**src/rtl/seq_digit_adder_if.sv**
```systemverilog
// Handshake and operand/result bundle for seq_digit_adder.
// The master side issues start/operands; the slave side (the adder) returns status and result.
interface seq_digit_adder_if #(
    parameter int WIDTH = 16
);
    logic             start;
    logic             sub;
    logic [WIDTH-1:0] a;
    logic [WIDTH-1:0] b;
    logic             cin;
    logic             busy;
    logic             done;
    logic [WIDTH-1:0] sum;
    logic             cout;
    logic             ovf;

    modport master (
        output start, sub, a, b, cin,
        input  busy, done, sum, cout, ovf
    );

    modport slave (
        input  start, sub, a, b, cin,
        output busy, done, sum, cout, ovf
    );
endinterface

```
**src/rtl/seq_digit_adder.sv**
```systemverilog
// Multi-cycle adder/subtractor: one DIGIT-bit slice walks the operands LSB digit first,
// linked by a registered carry; sum/cout/ovf update only on the completion edge.
//
// state | meaning
// IDLE  | waiting for start, previous result held on sum/cout/ovf
// RUN   | one digit processed per clock, busy=1
// DONE  | result just loaded, done=1 for this cycle, start accepted
module seq_digit_adder #(
    parameter int WIDTH = 16,
    parameter int DIGIT = 4
) (
    input  logic             clk,
    input  logic             rst,
    seq_digit_adder_if.slave bus
);
    localparam int NDIG = WIDTH / DIGIT;
    localparam int CW   = (NDIG > 1) ? $clog2(NDIG) : 1;

    if (DIGIT < 1 || (WIDTH % DIGIT) != 0) begin : g_param_check
        $error("seq_digit_adder: WIDTH must be an integer multiple of DIGIT");
    end

    typedef enum logic [1:0] {
        IDLE = 2'd0,
        RUN  = 2'd1,
        DONE = 2'd2
    } state_t;

    state_t           state;
    state_t           state_next;
    logic             busy_c;
    logic             done_c;
    logic             accept;
    logic             last;

    logic [WIDTH-1:0] opa;
    logic [WIDTH-1:0] opb;
    logic [WIDTH-1:0] opa_shift;
    logic [WIDTH-1:0] opb_shift;
    logic             carry;
    logic [CW-1:0]    cnt;

    logic [DIGIT-1:0] dig_a;
    logic [DIGIT-1:0] dig_b;
    logic [DIGIT:0]   dig_full;
    logic [DIGIT-1:0] dig_sum;
    logic             dig_cout;
    logic             top_cin;
    logic [WIDTH-1:0] result;

    logic [WIDTH-1:0] sum_q;
    logic             cout_q;
    logic             ovf_q;

    // A new operation is taken whenever busy is low, including the DONE cycle.
    assign accept = bus.start && (state != RUN);
    assign last   = (state == RUN) && (cnt == CW'(NDIG - 1));

    always_ff @(posedge clk) begin
        if (rst) begin
            state <= IDLE;
        end else begin
            state <= state_next;
        end
    end

    always_comb begin
        state_next = state;
        case (state)
            IDLE:    if (bus.start) state_next = RUN;
            RUN:     if (last) state_next = DONE;
            DONE:    state_next = bus.start ? RUN : IDLE;
            default: state_next = IDLE;
        endcase
    end

    always_comb begin
        busy_c = 1'b0;
        done_c = 1'b0;
        case (state)
            RUN:     busy_c = 1'b1;
            DONE:    done_c = 1'b1;
            default: ;
        endcase
    end

    assign dig_a    = opa[DIGIT-1:0];
    assign dig_b    = opb[DIGIT-1:0];
    assign dig_full = {1'b0, dig_a} + {1'b0, dig_b} + (DIGIT + 1)'(carry);
    assign dig_sum  = dig_full[DIGIT-1:0];
    assign dig_cout = dig_full[DIGIT];
    // Carry into the digit's top bit recovered from that bit's sum: s = a ^ b ^ c_in.
    assign top_cin  = dig_a[DIGIT-1] ^ dig_b[DIGIT-1] ^ dig_sum[DIGIT-1];

    if (NDIG > 1) begin : g_multi
        logic [WIDTH-DIGIT-1:0] part;

        // Finished digits enter from the top, so after NDIG steps digit 0 sits at the bottom.
        always_ff @(posedge clk) begin
            if (rst) begin
                part <= '0;
            end else if (state == RUN) begin
                part <= result[WIDTH-1:DIGIT];
            end
        end

        assign result    = {dig_sum, part};
        assign opa_shift = {{DIGIT{1'b0}}, opa[WIDTH-1:DIGIT]};
        assign opb_shift = {{DIGIT{1'b0}}, opb[WIDTH-1:DIGIT]};
    end else begin : g_single
        assign result    = dig_sum;
        assign opa_shift = opa;
        assign opb_shift = opb;
    end

    always_ff @(posedge clk) begin
        if (rst) begin
            opa    <= '0;
            opb    <= '0;
            carry  <= 1'b0;
            cnt    <= '0;
            sum_q  <= '0;
            cout_q <= 1'b0;
            ovf_q  <= 1'b0;
        end else if (accept) begin
            opa   <= bus.a;
            opb   <= bus.b ^ {WIDTH{bus.sub}};
            carry <= bus.cin ^ bus.sub;
            cnt   <= '0;
        end else if (state == RUN) begin
            opa   <= opa_shift;
            opb   <= opb_shift;
            carry <= dig_cout;
            cnt   <= cnt + CW'(1);
            if (last) begin
                sum_q  <= result;
                cout_q <= dig_cout;
                ovf_q  <= top_cin ^ dig_cout;
            end
        end
    end

    assign bus.busy = busy_c;
    assign bus.done = done_c;
    assign bus.sum  = sum_q;
    assign bus.cout = cout_q;
    assign bus.ovf  = ovf_q;
endmodule

```
**src/flat_wrapper.sv**
```systemverilog
// flat-port wrapper written by rule: the top's interface ports become plain ports
module seq_digit_adder_flat 
#(
    parameter int WIDTH = 16,
    parameter int DIGIT = 4
)
  (clk, rst, bus_start, bus_sub, bus_a, bus_b, bus_cin, bus_busy, bus_done, bus_sum, bus_cout, bus_ovf);
  seq_digit_adder_if #(.WIDTH(WIDTH)) bus_i ();
  input  logic clk;
  input  logic rst;
  input wire logic [$bits(bus_i.start)-1:0] bus_start;
  input wire logic [$bits(bus_i.sub)-1:0] bus_sub;
  input wire logic [$bits(bus_i.a)-1:0] bus_a;
  input wire logic [$bits(bus_i.b)-1:0] bus_b;
  input wire logic [$bits(bus_i.cin)-1:0] bus_cin;
  output wire logic [$bits(bus_i.busy)-1:0] bus_busy;
  output wire logic [$bits(bus_i.done)-1:0] bus_done;
  output wire logic [$bits(bus_i.sum)-1:0] bus_sum;
  output wire logic [$bits(bus_i.cout)-1:0] bus_cout;
  output wire logic [$bits(bus_i.ovf)-1:0] bus_ovf;
  assign bus_i.start = bus_start;
  assign bus_i.sub = bus_sub;
  assign bus_i.a = bus_a;
  assign bus_i.b = bus_b;
  assign bus_i.cin = bus_cin;
  assign bus_busy = bus_i.busy;
  assign bus_done = bus_i.done;
  assign bus_sum = bus_i.sum;
  assign bus_cout = bus_i.cout;
  assign bus_ovf = bus_i.ovf;
  seq_digit_adder #(.WIDTH(WIDTH), .DIGIT(DIGIT)) u_core (.clk(clk), .rst(rst), .bus(bus_i));
endmodule
```
**config.mk**
```make
export PLATFORM = sky130hd
export DESIGN_NAME = seq_digit_adder_flat
export DESIGN_NICKNAME = d
export VERILOG_FILES = /design/src/rtl/seq_digit_adder_if.sv /design/src/rtl/seq_digit_adder.sv /design/src/flat_wrapper.sv
export SDC_FILE = /design/constraint.sdc
export NUM_CORES = 1
export LEC_CHECK = 0
export ABC_CLOCK_PERIOD_IN_PS = 2800
export BUFFER_PORTS_ARGS = -buffer_cell sky130_fd_sc_hd__buf_2
export CAP_MARGIN = 5
export CORE_MARGIN = 2
export CORE_UTILIZATION = 50
export DETAILED_ROUTE_END_ITERATION = 6
export PLACE_DENSITY = 0.83
export SLEW_MARGIN = 10
export SYNTH_ARGS = -nofsm -noshare
export SYNTH_HDL_FRONTEND = slang
export SYNTH_SLANG_ARGS = --single-unit
```
**constraint.sdc**
```tcl
create_clock -name clk -period 2.8 [get_ports clk]
set_input_delay 0.14 -clock clk [delete_from_list [all_inputs] [get_ports clk]]
set_output_delay 0.14 -clock clk [all_outputs]
set_load 0.01 [all_outputs]
```
Word-level counts from Yosys, hierarchy flattened

Cells that the tools add are included.

Register bits: 67
Word-level logic and storage cells: 43
Output and inout port bits: 20

$add $sub $neg: 3
Bitwise operators: 6
Reductions and logical operators: 7
Equal/unequal tests: 6
Muxes and demuxes: 12

Operators by type and width:

| kind                                                                    | number |
|---|---|
| 16-bit 2-to-1 mux                                                       | 4 |
| 16-bit XOR                                                              | 1 |
| 2-bit one-hot mux with 3 select lines                                   | 1 |
| 4-bit by 4-bit adder with 5-bit output                                  | 1 |
| 5-bit by 1-bit adder with 5-bit output                                  | 1 |
| 1-bit 2-to-1 mux                                                        | 5 |
| 2-bit equality test, second input constant                              | 2 |
| 2-bit 2-to-1 mux                                                        | 2 |
| 2-bit by 1-bit inequality test with 1-bit output, second input constant | 2 |
| 1-bit XOR                                                               | 4 |
| 3-bit AND reduction                                                     | 1 |
| 2-bit by 1-bit adder with 2-bit output, second input constant           | 1 |
| 2-bit by 1-bit equality test with 1-bit output, second input constant   | 1 |
| 1-bit logical AND                                                       | 2 |
| 2-bit zero test                                                         | 1 |
| 2-bit inequality test, second input constant                            | 1 |
| 2-bit AND reduction                                                     | 1 |
| 2-bit nonzero test                                                      | 1 |
| 2-bit OR reduction                                                      | 1 |
| 1-bit inverter                                                          | 1 |

Logic depth before layout (Yosys ltp)

Gate-level depths: netlist of run 1.

Depth in word-level cells: 4
Gate-level depth with buffers: 7
Gate-level depth less buffers: 6

Least setup slack after synthesis of run 1

No wires, ideal clock.

Path kind: reg-to-reg
Start: register u_core.carry
End: register u_core.ovf_q (netlist: u_core.bus.ovf)
Period minus slack after synthesis: 1,956 ps
Arrival: 1,834 ps
Cell stages (with the launch flop): 7
Buffers on the path: 0
Path slack: 844 ps
Data required time: 2,677 ps
Cell sequence: dfxtp_1 > fa_1 > fa_1 > a21o_1 > a21oi_1 > xor2_1 > a211oi_2

Cells in the longest elaborated chain, start to end: 3

RTL lines:

| what                                     | RTL line               | RTL |
|---|---|---|
| start, declared                          | seq_digit_adder.sv:40  | `logic carry;` |
| start signal, assigned                   | seq_digit_adder.sv:128 | `carry <= bus.cin ^ bus.sub;` |
| start signal, assigned                   | seq_digit_adder.sv:133 | `carry <= dig_cout;` |
| 5-bit by 1-bit adder with 5-bit output * | seq_digit_adder.sv:89  | `assign dig_full = {1'b0, dig_a} + {1'b0, dig_b} + (DIGIT + 1)'(carry);` |
| 1-bit XOR                                | seq_digit_adder.sv:93  | `assign top_cin = dig_a[DIGIT-1] ^ dig_b[DIGIT-1] ^ dig_sum[DIGIT-1];` |
| 1-bit XOR *                              | seq_digit_adder.sv:138 | `ovf_q <= top_cin ^ dig_cout;` |
| end signal, assigned                     | seq_digit_adder.sv:138 |  |
| end, declared                            | seq_digit_adder.sv:53  | `logic ovf_q;` |

Every way passes the cells marked *; elsewhere a longest branch is shown, timed or not.
A chain may end at the register's enable or synchronous reset.

Final worst setup path of run 1

Ends and elaborated chain as after synthesis.

==> run summary, run 1 <==
• completed — run status
• 80.4 um — Die Wd
• 44 — largest net degree at the start of global routing
• built — clock tree from TritonCTS
• 0 ns — sum of negative setup slack
• 21.9% — fraction of layout instances using a drive strength above 1
• 74.5% — share of the cycle needed by the critical path after routing
• 12.5 um — average wire per standard cell
• flip-flop — Critical Path End Type
• 0.633 ns — measured slew at the worst slew-check pin
• 0 — number of failing hold endpoints at the final stage
• 2720 um — routed length on met2
• 0 — Residual DRC
• 0 — Post-synth EDFFs
• 0 — Synth Warn #
• flip-flop to flip-flop — Critical Setup Path Class
• u_core.carry — FF-to-FF Start
• u_core.opa[13] — endpoint with the worst hold slack
• 3 — H-tree Lvls
• 344 um — Met3 Routed Length
• 0 — number of hold buffers added after cts
• 2530 um — length of routed wiring on met1
• 2 — Max clock buf depth
• input port to flip-flop — worst hold-check path type
• 90 — drt initial violations
• 378 — net count after synthesis
• sky130_fd_sc_hd__dfxtp_1, sky130_fd_sc_hd__nand2_1, sky130_fd_sc_hd__nor2_1 — most used standard cells in the synthesized netlist
• 6 — number of cells traversed by the worst register-to-register path
• 57.8% — worst slew slack as a fraction of its limit
• 5670 um — total wirelength of the detailed-routed design
• 9 — Num CTS Buffers
• 5570 um2 — placeable core region
• fa_1 -> fa_1 -> a21o_1 -> a21oi_1 -> xor2_1 -> a211oi_2 — ordered list of cells on the worst path
• 2.31 ns — data arrival time of the critical path
• 0.708 ns — worst setup slack after placement
• 3.02 ns — critical path required time
• 57 — number of primary I/O pins
• 13.5% — area growth from synthesis to layout
• 335 — post-synthesis cell count
• 0 — cts repair resizes
• 0.07 ns — clock slew seen by the registers of the worst setup and hold paths
• 6470 um2 — overall die area
• 8.72 um2 — average cell area after synthesis
• flip-flop — element type at the critical path start
• 2920 um2 — area of the mapped netlist
• 0% — ys async rst share
• sky130_fd_sc_hd__fa_1 — standard cell with the maximum stage delay on the critical path
• 2321 — vias after detailed routing
• 67 — Sinks on Clock Net
• 0 — number of setup buffers added after CTS
• 3940 um — HPWL reported at the end of detailed placement
• adder cells — cell type group with the largest total delay on the critical path
• sky130_fd_sc_hd__dfxtp_1 — cell accounting for the most synthesized area
• 19.8% — aggregate global-route resource usage
• 0 — Buffers & Inverters on Critical Path
• 9890 um — global-route wire length before repair
• 0 — maximum capacitance violations
• 0 — Remaining Overflow, GRT
• 52.4% — initial cell density of the core
• 0 — Pins Over Slew Limit
• 0.46 ns — slowest cell delay on critical path
• 0.713 ns — setup ws final
• sky130_fd_sc_hd__dfxtp_1 — leading cell type by number of instances after synthesis
• 31 — count of different cell masters after synthesis
• 0.558 mV — largest vdd supply drop
• 0 — antenna violations before repair
• 421 — Total Nets Final
• met4 — highest routed layer
• 56 — number of port buffers
• 3 — largest fanout of any net on the critical path
• 3 — number of cells traversed by the worst hold path
• 45.9% — post-synth top area share
• 27 — Row Count
• 0 — Ant. Diodes
• 45.9% — fraction of the yosys area taken by sequential cells
• 0.479 GHz — FMAX
• 0 — antenna-violating nets left
• 2318 — number of global-route vias before repair
• sky130_fd_sc_hd__dfxtp_1, sky130_fd_sc_hd__a211oi_1, sky130_fd_sc_hd__a21oi_1 — cell types with the largest area share after synthesis
• 5.10 — average via count per standard cell
• 67 — post-synthesis register bit count
• 1.40 nW — Leak
• 590 nW/um2 — Pwr Density
• u_core.bus.ovf — end of the worst register-to-register path
• sky130_fd_sc_hd__fa_1 — Top cell by count, worst path
• 80.4 um — height of the die
• sky130_fd_sc_hd__dfxtp_1 — most used flip-flop cell after synthesis
• 0.71 ns — minimum setup slack among reg-to-reg paths
• bus_a[13] — origin of the worst min-delay path
• 0.783 — GP Congestion
• 2.09 ns — post-layout min period
• sky130_fd_sc_hd__clkbuf_8 — clk root buf
• 0.35 ns — later-pin clock latency in the skew report
• 0 — total of endpoints with negative setup slack in the final report
• 5 — length of the first detailed-routing pass in iterations
• 0.00595 ns — Layout Skew
• false — setup repair after global routing missed its margin
tightest hold or removal path: cells and delay by family:
family / cells / cell delay, ns
buf+inv: 1 / 0.08
mux: 1 / 0.05
simple gates: 1 / 0.07
cell usage in the layout (no fill, tap or decap), types with 2 or more instances in the layout:
| cell | Yosys | routed |
|---|---|---|
| sky130_fd_sc_hd__xnor2_1 | 18 | 18 |
| sky130_fd_sc_hd__clkinv_2 | 0 | 5 |
| sky130_fd_sc_hd__a21o_1 | 2 | 2 |
| sky130_fd_sc_hd__a211oi_1 | 29 | 29 |
| sky130_fd_sc_hd__buf_4 | 3 | 4 |
| sky130_fd_sc_hd__ha_1 | 4 | 4 |
| sky130_fd_sc_hd__nand3_1 | 2 | 2 |
| sky130_fd_sc_hd__a21oi_1 | 42 | 42 |
| sky130_fd_sc_hd__a211oi_2 | 3 | 3 |
| sky130_fd_sc_hd__buf_2 | 12 | 56 |
| sky130_fd_sc_hd__nor2_2 | 3 | 3 |
| sky130_fd_sc_hd__fa_1 | 2 | 2 |
| sky130_fd_sc_hd__mux2i_1 | 16 | 16 |
| sky130_fd_sc_hd__nand3b_1 | 2 | 2 |
| sky130_fd_sc_hd__nor2_1 | 50 | 50 |
| sky130_fd_sc_hd__nand2_1 | 53 | 53 |
| sky130_fd_sc_hd__nand2b_1 | 3 | 3 |
| sky130_fd_sc_hd__clkbuf_8 | 0 | 9 |
| sky130_fd_sc_hd__dfxtp_1 | 67 | 67 |
worst max path at each step:
stage                      start        endpoint  slack [ns]  depth (start not counted)
floorplan           u_core.carry  u_core.bus.ovf        0.84                          6
global placement    u_core.carry  u_core.bus.ovf        0.77                          6
detailed placement  u_core.carry  u_core.bus.ovf        0.71                          6
CTS                 u_core.carry  u_core.bus.ovf        0.70                          6
global route        u_core.carry  u_core.bus.ovf        0.60                          6
finish              u_core.carry  u_core.bus.ovf        0.71                          6
flip-flops by register name, summed over array words and instances (netlist names):
signal / count
u_core.opb: 16
u_core.carry: 1
u_core.g_multi.part: 12
u_core.bus.cout: 1
u_core.bus.sum: 16
u_core.bus.ovf: 1
u_core.opa: 16
u_core.cnt: 2
u_core.state: 2
cell families (layout without fill, tap and decap cells):
logic type                 count (synthesis)  count (layout)  synth area share (%)
xor gates and xnor gates                  19              19                  5.70
and+or+nand+nor                          119             119                  17.0
DFF                                       67              67                  45.9
buffers and inverters                     30              78                  6.00
adders and majority gates                  6               6                  3.08
muxes                                     16              16                  5.48
AOI/OAI and AO/OA                         78              78                  16.9
layout make-up:
cell class,count,area (um2)
inverters,2,10.0
clock inverters,6,32.5
multi-input cells,238,1410
well taps,72,90.1
fillers,514,2260
repair buffers,60,310
flip-flops and latches,67,1340
clock buffers,10,128
report_power, final:
group / total (mW) / leakage (nW) / internal (mW) / switching (mW)
registers: 1.04 / 0.548 / 1.00 / 0.0334
clock network: 0.667 / 0.0856 / 0.313 / 0.354
logic: 0.252 / 0.765 / 0.111 / 0.141
total: 1.96 / 1.40 / 1.43 / 0.529
layer usage:
layer  vias up  GRT usage, %
met5         -             0
met4         0          6.95
met3         8          7.53
met2        59          34.3
met1      1035          22.2
li1       1219             -
through the flow:
| stage | std cells | utilization, % | total power, mW | hold WS (ns) | cell area [um2] |
|---|---|---|---|---|---|
| after global routing | 455 | 59.5 | 2.06 | 0.0240 | 3320 |
| after floorplan | 335 | - | 1.25 | 0.287 | 2920 |
| after global placement | 439 | 56.6 | 1.30 | 0.378 | 3160 |
| after CTS | 455 | 59.5 | 1.98 | 0.0156 | 3320 |
| final | 455 | 59.5 | 1.96 | 0.0290 | 3320 |
| after detailed placement | 439 | 56.6 | 1.31 | 0.387 | 3160 |
Power figures use the tool's default switching activity.
==> inputs of run 2 (changes only) <==
--- a/config.mk
+++ b/config.mk
@@ -5,13 +5,13 @@
 export SDC_FILE = /design/constraint.sdc
 export NUM_CORES = 1
 export LEC_CHECK = 0
-export ABC_CLOCK_PERIOD_IN_PS = 2800
+export ABC_CLOCK_PERIOD_IN_PS = 1700
 export BUFFER_PORTS_ARGS = -buffer_cell sky130_fd_sc_hd__buf_2
 export CAP_MARGIN = 5
 export CORE_MARGIN = 2
-export CORE_UTILIZATION = 50
+export CORE_UTILIZATION = 49
 export DETAILED_ROUTE_END_ITERATION = 6
-export PLACE_DENSITY = 0.83
+export PLACE_DENSITY = 0.85
 export SLEW_MARGIN = 10
 export SYNTH_ARGS = -nofsm -noshare
 export SYNTH_HDL_FRONTEND = slang
==> constraint.sdc (replaced) <==
create_clock -name clk -period 1.7 [get_ports clk]
set_input_delay 0.085 -clock clk [delete_from_list [all_inputs] [get_ports clk]]
set_output_delay 0.085 -clock clk [all_outputs]
set_load 0.01 [all_outputs]
==> run 2 against run 1 <==
The run now ends with setup timing left. Critical path depth unchanged. Sequential power up 64%. Routed wire length up 3.0%. Clock skew up 0.0020 ns. Hold slack better by 0.012 ns. Register-to-register slack worse by 0.84 ns. Non-clock buffer count up 9. Maximum frequency up 14%. Final area up 4.8%. First-iteration DRC count down 7.8%. Power up 76%. Worst setup slack worse by 0.84 ns. Largest power group unchanged.
==> run summary, run 2 (same netlist as run 1, synthesis figures left out) <==
• 0 — Residual DRC
• 0 — Buffers & Inverters on Critical Path
• -0.13 ns — minimum setup slack among reg-to-reg paths
• sky130_fd_sc_hd__fa_2 — standard cell with the maximum stage delay on the critical path
• 520 — filler cell count in the final layout
• u_core.opa[0] — launching element of the worst setup path
• flip-flop — element type at the critical path start
• 0 — Remaining Overflow, GRT
• 5.17 — average via count per standard cell
• 0.34 ns — later-pin clock latency in the skew report
• 2.05 ns — data arrival time of the critical path
• 9880 um — global-route wire length before repair
• 0 — Ant. Diodes
• 81.2 um — height of the die
• u_core.bus.ovf — end of the worst register-to-register path
• 5 — total of endpoints with negative setup slack in the final report
• 59.4% — Finished Core Util
• 4030 um — HPWL reported at the end of detailed placement
• true — setup repair after global routing missed its margin
• u_core.bus.ovf — Critical Path End
• sky130_fd_sc_hd__fa_2 — Top cell by count, worst path
• 6600 um2 — overall die area
• 19.8% — aggregate global-route resource usage
• 57 — number of primary I/O pins
• 9 — Num CTS Buffers
• 107% — share of the cycle needed by the critical path after routing
• 0.00800 ns — Layout Skew
• 0.40 ns — slowest cell delay on critical path
• 23.7% — fraction of layout instances using a drive strength above 1
• -0.126 ns — setup ws final
• 4 — length of the first detailed-routing pass in iterations
• 56 — number of port buffers
• 0 — number of failing hold endpoints at the final stage
• -0.153 ns — worst setup slack after placement
• 0 — Pins Over Slew Limit
• 3.44 mW — Total Power Consumption
• 6 — Levels on crit path
• flip-flop to flip-flop — Critical Setup Path Class
• 3 — largest fanout of any net on the critical path
• 1.83 ns — post-layout min period
• 3 — H-tree Lvls
• built — clock tree from TritonCTS
• 6 — number of cells traversed by the worst register-to-register path
• 49.9% — initial cell density of the core
• sky130_fd_sc_hd__dfxtp_1 — leading cell type in the layout, fill and taps excluded
• 81.2 um — Die Wd
• flip-flop — Critical Path End Type
• 28 — Row Count
• 1340 um2 — register cell area after layout
• 0 — antenna-violating nets left
• sky130_fd_sc_hd__dfxtp_1, sky130_fd_sc_hd__buf_2, sky130_fd_sc_hd__nand2_1 — commonest cells after routing, fill and taps aside
• 0.07 ns — clock slew seen by the registers of the worst setup and hold paths
• 5830 um — total wirelength of the detailed-routed design
• 0 — maximum capacitance violations
• 0.787 mV — largest vdd supply drop
• 83 — drt initial violations
• complete, but fails checks — run status
• 467 — Final Instance Count excl. Fillers
• 18.9% — area growth from synthesis to layout
• 0.548 GHz — FMAX
• 0.518 ns — measured slew at the worst slew-check pin
• 5850 um2 — placeable core region
• 54 — largest net degree at the start of global routing
• 446 — total instance count after detailed placement
• u_core.opa[0] — FF-to-FF Start
• 67 — Sinks on Clock Net
• input port to flip-flop — worst hold-check path type
• 2 — Max clock buf depth
• 65.4% — worst slew slack as a fraction of its limit
• 2415 — vias after detailed routing
• 1.46 nW — Leak
• 0.775 — GP Congestion
• sky130_fd_sc_hd__clkbuf_8 — clk root buf
• 1.92 ns — critical path required time
• adder cells — cell type group with the largest total delay on the critical path
• fa_2 -> fa_2 -> a21o_1 -> a21oi_2 -> xor2_1 -> a211oi_2 — ordered list of cells on the worst path
• setup timing — violated checks
• 2260 — number of global-route vias before repair
• 989 nW/um2 — Pwr Density
• 0 — antenna violations before repair
• 430 — Total Nets Final
• 1430 um2 — footprint of the multi-input gates
• 12.5 um — average wire per standard cell
[run 2: changes by cell type in the layout (fill, tap and decap cells not counted), sizes merged]
cell | before | now
clkinv | 5 | 1
dlygate4sd3 | 0 | 4
bufinv | 0 | 1
clkinvlp | 1 | 0
clkbuf | 10 | 14
buf | 60 | 65
[run 2: worst min-delay path, stage by stage]
cell	delay, ns
sky130_fd_sc_hd__buf_2	0.08
sky130_fd_sc_hd__xnor2_1	0.10
sky130_fd_sc_hd__a211oi_1	0.06
[run 2: repair_timing]
item / 4_1_cts / 5_1_grt
pin swaps: 4 / 4
endpoints found under the hold margin: 4 / 0
cloned: 0 / 0
setup buffers: 0 / 1
gates resized for setup: 1 / 2
setup endpoints to repair: 3 / 5
hold buffers: 4 / 0
[run 2: worst min-delay path by stage]
stage | slack [ns] | cells after the start | start | end
2_1_floorplan | 0.23 | 2 | bus_a[12] | u_core.opa[12]
3_3_place_gp | 0.32 | 3 | bus_a[12] | u_core.opa[12]
3_5_place_dp | 0.33 | 3 | bus_a[14] | u_core.opa[14]
4_1_cts | 0.02 | 3 | bus_b[14] | u_core.opb[14]
5_1_grt | 0.03 | 3 | bus_b[15] | u_core.opb[15]
6_report | 0.04 | 3 | bus_b[14] | u_core.opb[14]
[run 2: layout make-up]
cell class | instances | area share [%]
clock buffer | 14 | 4.39
clock inverter | 2 | 1.01
inverter | 2 | 0.288
multi-input combinational | 238 | 41.1
sequential | 67 | 38.7
tap | 75 | 2.70
timing repair buffer | 69 | 11.9
[run 2: power by group]
part	internal [mW]	switching [mW]	leakage [nW]
registers	1.66	0.0552	0.548
logic	0.214	0.245	0.817
clock network	0.718	0.548	0.0947
[run 2: per-stage QoR]
stage / hold WS [ns] / area, um2 / TNS (ns)
6_report: 0.0410 / 3470 / -0.230
5_1_grt: 0.0319 / 3470 / -0.608
4_1_cts: 0.0221 / 3450 / -0.230
3_5_place_dp: 0.326 / 3230 / -0.227
3_3_place_gp: 0.320 / 3230 / -0.110
2_1_floorplan: 0.232 / 2930 / -0.0784
[run 2: routing by layer]
layer	part of all wire [%]	wire (um)	track usage, %
met5	0	0	0
met1	42	2480	21.3
met3	5.5	323	8.22
met4	1.6	92	6.27
met2	50	2940	35.0
